==> src/rtl/x_adc_pkg.sv <==
// Shared constants and state encoding for the x_adc mux controllers.
package x_adc_pkg;

  localparam int NUM_CH  = 32;
  localparam int SEL_W   = 5;
  localparam int DWELL_W = 8;

  typedef enum logic {
    IDLE = 1'b0,
    SCAN = 1'b1
  } state_e;

endpackage

==> src/rtl/x_adc_next_ch.sv <==
// Combinational channel finder: next set mask bit above cur, and the lowest set bit.
module x_adc_next_ch
  import x_adc_pkg::*;
(
  input  logic [NUM_CH-1:0] mask,
  input  logic [SEL_W-1:0]  cur,
  output logic [SEL_W-1:0]  next_idx,
  output logic              has_next,
  output logic [SEL_W-1:0]  lowest_idx
);

  // Scan downward so the last hit is the smallest qualifying index.
  always_comb begin
    next_idx   = '0;
    has_next   = 1'b0;
    lowest_idx = '0;
    for (int i = NUM_CH - 1; i >= 0; i--) begin
      if (mask[i] && (i > int'(cur))) begin
        next_idx = SEL_W'(i);
        has_next = 1'b1;
      end
      if (mask[i]) begin
        lowest_idx = SEL_W'(i);
      end
    end
  end

endmodule

==> src/rtl/x_adc_sweep_sched.sv <==
// Sweep scheduler for the 32-channel x_adc mux: rotates the select through an
// enabled mask with programmable dwell and tags samples at the mux output.
module x_adc_sweep_sched
  import x_adc_pkg::*;
(
  input  logic               clk,
  input  logic               GlobalReset,
  input  logic [NUM_CH-1:0]  ch_enable,
  input  logic [DWELL_W-1:0] dwell,
  input  logic               start,
  input  logic               stop,
  input  logic               single,
  output logic [SEL_W-1:0]   x_adc_select,
  output logic               sample_valid,
  output logic [SEL_W-1:0]   sample_ch,
  output logic               sweep_done,
  output logic               busy,
  output logic               err_empty
);

  state_e             state_q, state_d;
  logic [SEL_W-1:0]   sel_q, sel_d;
  logic [DWELL_W-1:0] cnt_q, cnt_d;
  logic [NUM_CH-1:0]  act_mask_q, act_mask_d;
  logic [DWELL_W-1:0] dwell_l_q, dwell_l_d;
  logic               single_l_q, single_l_d;
  logic               stop_pending_q, stop_pending_d;
  logic               sample_valid_q, sample_valid_d;
  logic [SEL_W-1:0]   sample_ch_q, sample_ch_d;
  logic               sweep_done_q, sweep_done_d;
  logic               err_empty_q, err_empty_d;

  logic               issue;
  logic               sweep_end;
  logic               err;
  logic [SEL_W-1:0]   next_idx;
  logic               has_next;
  logic [SEL_W-1:0]   first_idx;
  logic [SEL_W-1:0]   unused_act_lowest;
  logic [SEL_W-1:0]   unused_en_next;
  logic               unused_en_has_next;

  // Walks the latched mask for the current sweep.
  x_adc_next_ch u_next_act (
    .mask       (act_mask_q),
    .cur        (sel_q),
    .next_idx   (next_idx),
    .has_next   (has_next),
    .lowest_idx (unused_act_lowest)
  );

  // First channel of a freshly latched mask (sweep start or wrap).
  x_adc_next_ch u_first_en (
    .mask       (ch_enable),
    .cur        ('0),
    .next_idx   (unused_en_next),
    .has_next   (unused_en_has_next),
    .lowest_idx (first_idx)
  );

  always_comb begin
    state_d        = state_q;
    sel_d          = sel_q;
    cnt_d          = cnt_q;
    act_mask_d     = act_mask_q;
    dwell_l_d      = dwell_l_q;
    single_l_d     = single_l_q;
    stop_pending_d = stop_pending_q;
    issue          = 1'b0;
    sweep_end      = 1'b0;
    err            = 1'b0;

    case (state_q)
      IDLE: begin
        if (start) begin
          if (ch_enable != '0) begin
            act_mask_d     = ch_enable;
            dwell_l_d      = dwell;
            single_l_d     = single;
            stop_pending_d = stop;
            sel_d          = first_idx;
            cnt_d          = dwell;
            state_d        = SCAN;
          end else begin
            err = 1'b1;
          end
        end
      end
      SCAN: begin
        stop_pending_d = stop_pending_q | stop;
        if (cnt_q != '0) begin
          cnt_d = cnt_q - 1'b1;
        end else begin
          issue = 1'b1;
          if (has_next) begin
            sel_d = next_idx;
            cnt_d = dwell_l_q;
          end else begin
            sweep_end = 1'b1;
            if (single_l_q || stop_pending_q || stop) begin
              state_d        = IDLE;
              stop_pending_d = 1'b0;
            end else begin
              // Mask and dwell changes only take effect at the sweep boundary.
              act_mask_d = ch_enable;
              dwell_l_d  = dwell;
              if (ch_enable == '0) begin
                err     = 1'b1;
                state_d = IDLE;
              end else begin
                sel_d = first_idx;
                cnt_d = dwell;
              end
            end
          end
        end
      end
      default: state_d = IDLE;
    endcase

    sample_valid_d = issue;
    sample_ch_d    = sel_q;
    sweep_done_d   = issue & sweep_end;
    err_empty_d    = err;
  end

  always_ff @(posedge clk or posedge GlobalReset) begin
    if (GlobalReset) begin
      state_q        <= IDLE;
      sel_q          <= '0;
      cnt_q          <= '0;
      act_mask_q     <= '0;
      dwell_l_q      <= '0;
      single_l_q     <= 1'b0;
      stop_pending_q <= 1'b0;
      sample_valid_q <= 1'b0;
      sample_ch_q    <= '0;
      sweep_done_q   <= 1'b0;
      err_empty_q    <= 1'b0;
    end else begin
      state_q        <= state_d;
      sel_q          <= sel_d;
      cnt_q          <= cnt_d;
      act_mask_q     <= act_mask_d;
      dwell_l_q      <= dwell_l_d;
      single_l_q     <= single_l_d;
      stop_pending_q <= stop_pending_d;
      sample_valid_q <= sample_valid_d;
      sample_ch_q    <= sample_ch_d;
      sweep_done_q   <= sweep_done_d;
      err_empty_q    <= err_empty_d;
    end
  end

  assign x_adc_select = sel_q;
  assign sample_valid = sample_valid_q;
  assign sample_ch    = sample_ch_q;
  assign sweep_done   = sweep_done_q;
  assign err_empty    = err_empty_q;
  assign busy         = (state_q == SCAN);

endmodule

==> config.mk <==
export PLATFORM = sky130hd
export DESIGN_NAME = x_adc_sweep_sched
export DESIGN_NICKNAME = d
export VERILOG_FILES = /design/src/rtl/x_adc_pkg.sv /design/src/rtl/x_adc_next_ch.sv /design/src/rtl/x_adc_sweep_sched.sv
export SDC_FILE = /design/constraint.sdc
export NUM_CORES = 1
export LEC_CHECK = 0
export BUFFER_PORTS_ARGS = -buffer_cell sky130_fd_sc_hd__buf_4
export CAP_MARGIN = 20
export CORE_ASPECT_RATIO = 0.75
export CORE_MARGIN = 3
export CORE_UTILIZATION = 40
export DETAILED_ROUTE_END_ITERATION = 12
export PLACE_DENSITY = 0.65
export SYNTH_ARGS = -nofsm -noshare
export SYNTH_HDL_FRONTEND = slang
export SYNTH_SLANG_ARGS = --single-unit
==> constraint.sdc <==
create_clock -name clk -period 5.1 [get_ports clk]
set_input_delay 0.51 -clock clk [delete_from_list [all_inputs] [get_ports clk]]
set_output_delay 0.51 -clock clk [all_outputs]
set_load 0.02 [all_outputs]
==> key figures <==
STA
  – Final-report max-slew violation count: 0
  – Max frequency: ~260 MHz
  – Slew headroom: a little under a third
  – Setup Viol. Count Final: 0
  – Setup TNS: 0 ps
  – Worst Tran Pin Value: 1033 ps
  – RSZ-0062 raised after global routing: false
  – Final hold vios: 0
  – Min Hold Slack: 410.0 ps
  – Crit path time final: between 3000 and 4000 ps
  – Max Clock Skew: around 4.6 ps
  – Crit share post-route: 75.16%

Floorplan
  – FP Rows: 31
  – Core ar.: 0.009736 mm^2
  – IO Count: 59
  – Total die area: 0.01132 mm^2
  – Initial Utilization: between 40% and 50%
  – Die Y: 92.88 um
  – Die W: roughly 120 um

Synthesis
  – Register area share after synthesis: 39.17%
  – Synth Area per Inst: 9.404 um^2
  – Top cells by count, synth: dfrtp_1 (63), nor2_1 (45), mux2_2 (30)
  – Largest family of logic cells by synthesized area: compound AO/OA/AOI/OAI gates
  – Main flop type after synthesis: dfrtp_1
  – Synth unique cells: 66
  – Compound-Gate Fraction of Synth Area: approximately a fifth
  – #FFs+latches synth: 63
  – Cells after Synth: 428
  – Yosys warns: 0
  – Post-synth ARST share: 100.0%
  – Post-Syn Area: 0.004025 mm^2
  – Adder-cell share of the synthesized area: 0.6217%
  – Simple-Gate Fraction of Synth Area: roughly a fifth
  – XOR/XNOR Fraction of Synth Area: roughly 1.3%
  – Largest cells by area after synthesis: dfrtp_1 (39%), mux2_2 (8.4%), nor2_1 (4.2%)
  – Top-area cell type share of the netlist area: 39.17%
  – Multiplexer area fraction after synthesis: 12.62%
  – Most common cell in the netlist: dfrtp_1
  – Cell taking the most area after synthesis: dfrtp_1
  – Post-synth EDFFs: 0
  – Syn Nets: 475

Pwr
  – Static Leak: 0.002074 uW
  – Comb power frac: 38.7%
  – Maximum VDD drop: 0.0002010 V
  – Switching pwr: 923.7 uW
  – Total power per unit cell area: ~470 mW/mm^2
  – Seq pwr share: 36.6%
  – Internal: around 1300 uW
  – Clock power share: between 20% and 30%
  – Sw Share: 40.80%

GRT
  – Gr usage total: 19.75%
  – Vias in the first global route: 3409
  – Largest net degree at the start of global routing: 64
  – Initial antenna violation count: 0
  – First-pass GRT wire length: between 15000 and 20000 um
  – Grt ovf: 0

Clock tree
  – Root buffer cell: clkbuf_16
  – Post_cts resized: 0
  – Clock slew at reported path FFs: around 60 ps
  – CTS tree: built
  – Hold_buf cts: 0
  – Number of post-CTS setup repair buffers: 0
  – CTS buffer count: 9
  – Latest clock arrival within the worst-skew pair: approximately 330 ps
  – Clk buf depth: 2
  – Clock Sinks: 63
  – # H-tree levels: 3

Drt
  – Vias per cell: 5.911
  – DR vias: 3635
  – DRT iter0 DRCs: 228
  – ANT nets after route: 0
  – TritonRoute pass-1 iters: 5
  – # DRC: 0
  – Mean routed wirelength per cell: 17.63 um
  – Final wirelength: between 10000 and 15000 um

Status
  – Status: complete, no violations

Setup path
  – Critical Path Start: x_adc_select[2]$_DFFE_PP0P_
  – R2R depth: 9
  – Critical Path Sink: act_mask_q[8]$_DFFE_PP0P_
  – FF-to-FF End: act_mask_q[8]$_DFFE_PP0P_
  – CP endpoint kind: flip-flop
  – Worst r2r src: x_adc_select[2]$_DFFE_PP0P_
  – Startpoint types: flip-flop
  – Worst Path Max Fanout: 27
  – Critical setup path kind: reg -> reg
  – Worst EP required: 5320 ps
  – Worst EP arrival: 4050 ps
  – FF-to-FF setup slack: around 1300 ps

Placed design
  – Port bufs: 58
  – Post-DP HPWL: a little over 8000 um
  – Cells after DPL: about 600
  – Routability congestion estimate from global placement: 0.9274

Hold path
  – Hold WC Path Type: in -> reg
  – Hold Path Origin: single

Finish
  – Post-layout utilization of the core: around half
  – N_diodes: 0
  – Share of layout cells above drive strength 1: 27.54%
  – Area grow syn2layout: 19.21%
  – Non-filler cells, final: between 600 and 700
  – Nets@finish: ~530
  – Fillers: 924

Flow run
  – Max cap viols: 0
[logic make-up (layout without fill, tap and decap cells)]
logic type                 after synthesis  in the layout
and+or+nand+nor                        155            155
adders and majority gates                2              2
muxes                                   42             42
xor gates and xnor gates                 6              6
AOI/OAI and AO/OA                      119            119
DFF                                     63             63
buffers and inverters                   41             96
[registers in the layout, indices dropped and copies added (netlist names)]
name and cells:
busy 1, single_l_q 1, sample_valid 1, dwell_l_q 8, sample_ch 5, err_empty 1
cnt_q 8, x_adc_select 5, act_mask_q 31, stop_pending_q 1, sweep_done 1
[routing by layer]
| layer | vias to the layer above | wire (um) | global-route usage (%) |
|---|---|---|---|
| li1 | 1742 | - | - |
| met1 | 1731 | 5204 | 28.29 |
| met2 | 145 | 4645 | 28.03 |
| met3 | 17 | 798 | 5.800 |
| met4 | 0 | 193 | 7.276 |
| met5 | - | 0 | 0 |
[layout by cell type, fill, tap and decap left out, drive strengths merged, types with 8 or more instances in the layout]
cell type   n
nand3      17
and3        9
nand2      25
dfrtp      63
a211oi      9
nor2       45
o211ai      8
mux2       40
nor4       12
inv        19
a21oi      19
o21ai      29
buf        61
nor2b       8
nor3       11
clkbuf      9
[power groups by stage]
| stage | sequential (uW) | clock [uW] | combinational [uW] |
|---|---|---|---|
| final | 829 | 560 | 875 |
| after global routing | 853 | 590 | 968 |
| after CTS | 820 | 575 | 868 |
| after detailed placement | 828 | 0 | 865 |
| after global placement | 816 | 0 | 852 |
| after floorplan | 742 | 0 | 708 |
[layout make-up]
class / count / area (um^2) / share of cell area (%)
multi-input cells: 324 / 2252 / 46.94
flip-flops and latches: 63 / 1577 / 32.86
repair buffers: 61 / 457.9 / 9.544
clock buffers: 9 / 225.2 / 4.694
well taps: 132 / 165.2 / 3.442
inverters: 19 / 71.32 / 1.486
clock inverters: 7 / 50.05 / 1.043
[critical path: stages (launching register included)]
cell      delay (ps)
dfrtp_1          890
o21ai_1          370
a222oi_1         550
nand3_1          260
nor4b_2          300
buf_4            220
and3_2           270
a21oi_4          190
buf_4            330
mux2_4           330
[stage by stage]
step	worst slack, ps	total power (uW)	cell area, um^2
floorplan	2471	1450	4025
global placement	1502	1668	4523
detailed placement	1394	1693	4523
CTS	1372	2262	4798
global route	930.1	2411	4798
finish	1267	2264	4798
[worst min-delay path by stage]
stage	to	slack (ps)	cells past startpoint
final	single_l_q$_DFFE_PP0P_	410	2
after global routing	single_l_q$_DFFE_PP0P_	410	2
after CTS	single_l_q$_DFFE_PP0P_	400	2
after detailed placement	dwell_l_q[7]$_DFFE_PP0P_	500	1
after global placement	dwell_l_q[1]$_DFFE_PP0P_	480	1
after floorplan	act_mask_q[15]$_DFFE_PP0P_	470	1
No activity file was read; power rests on OpenSTA's default activity.
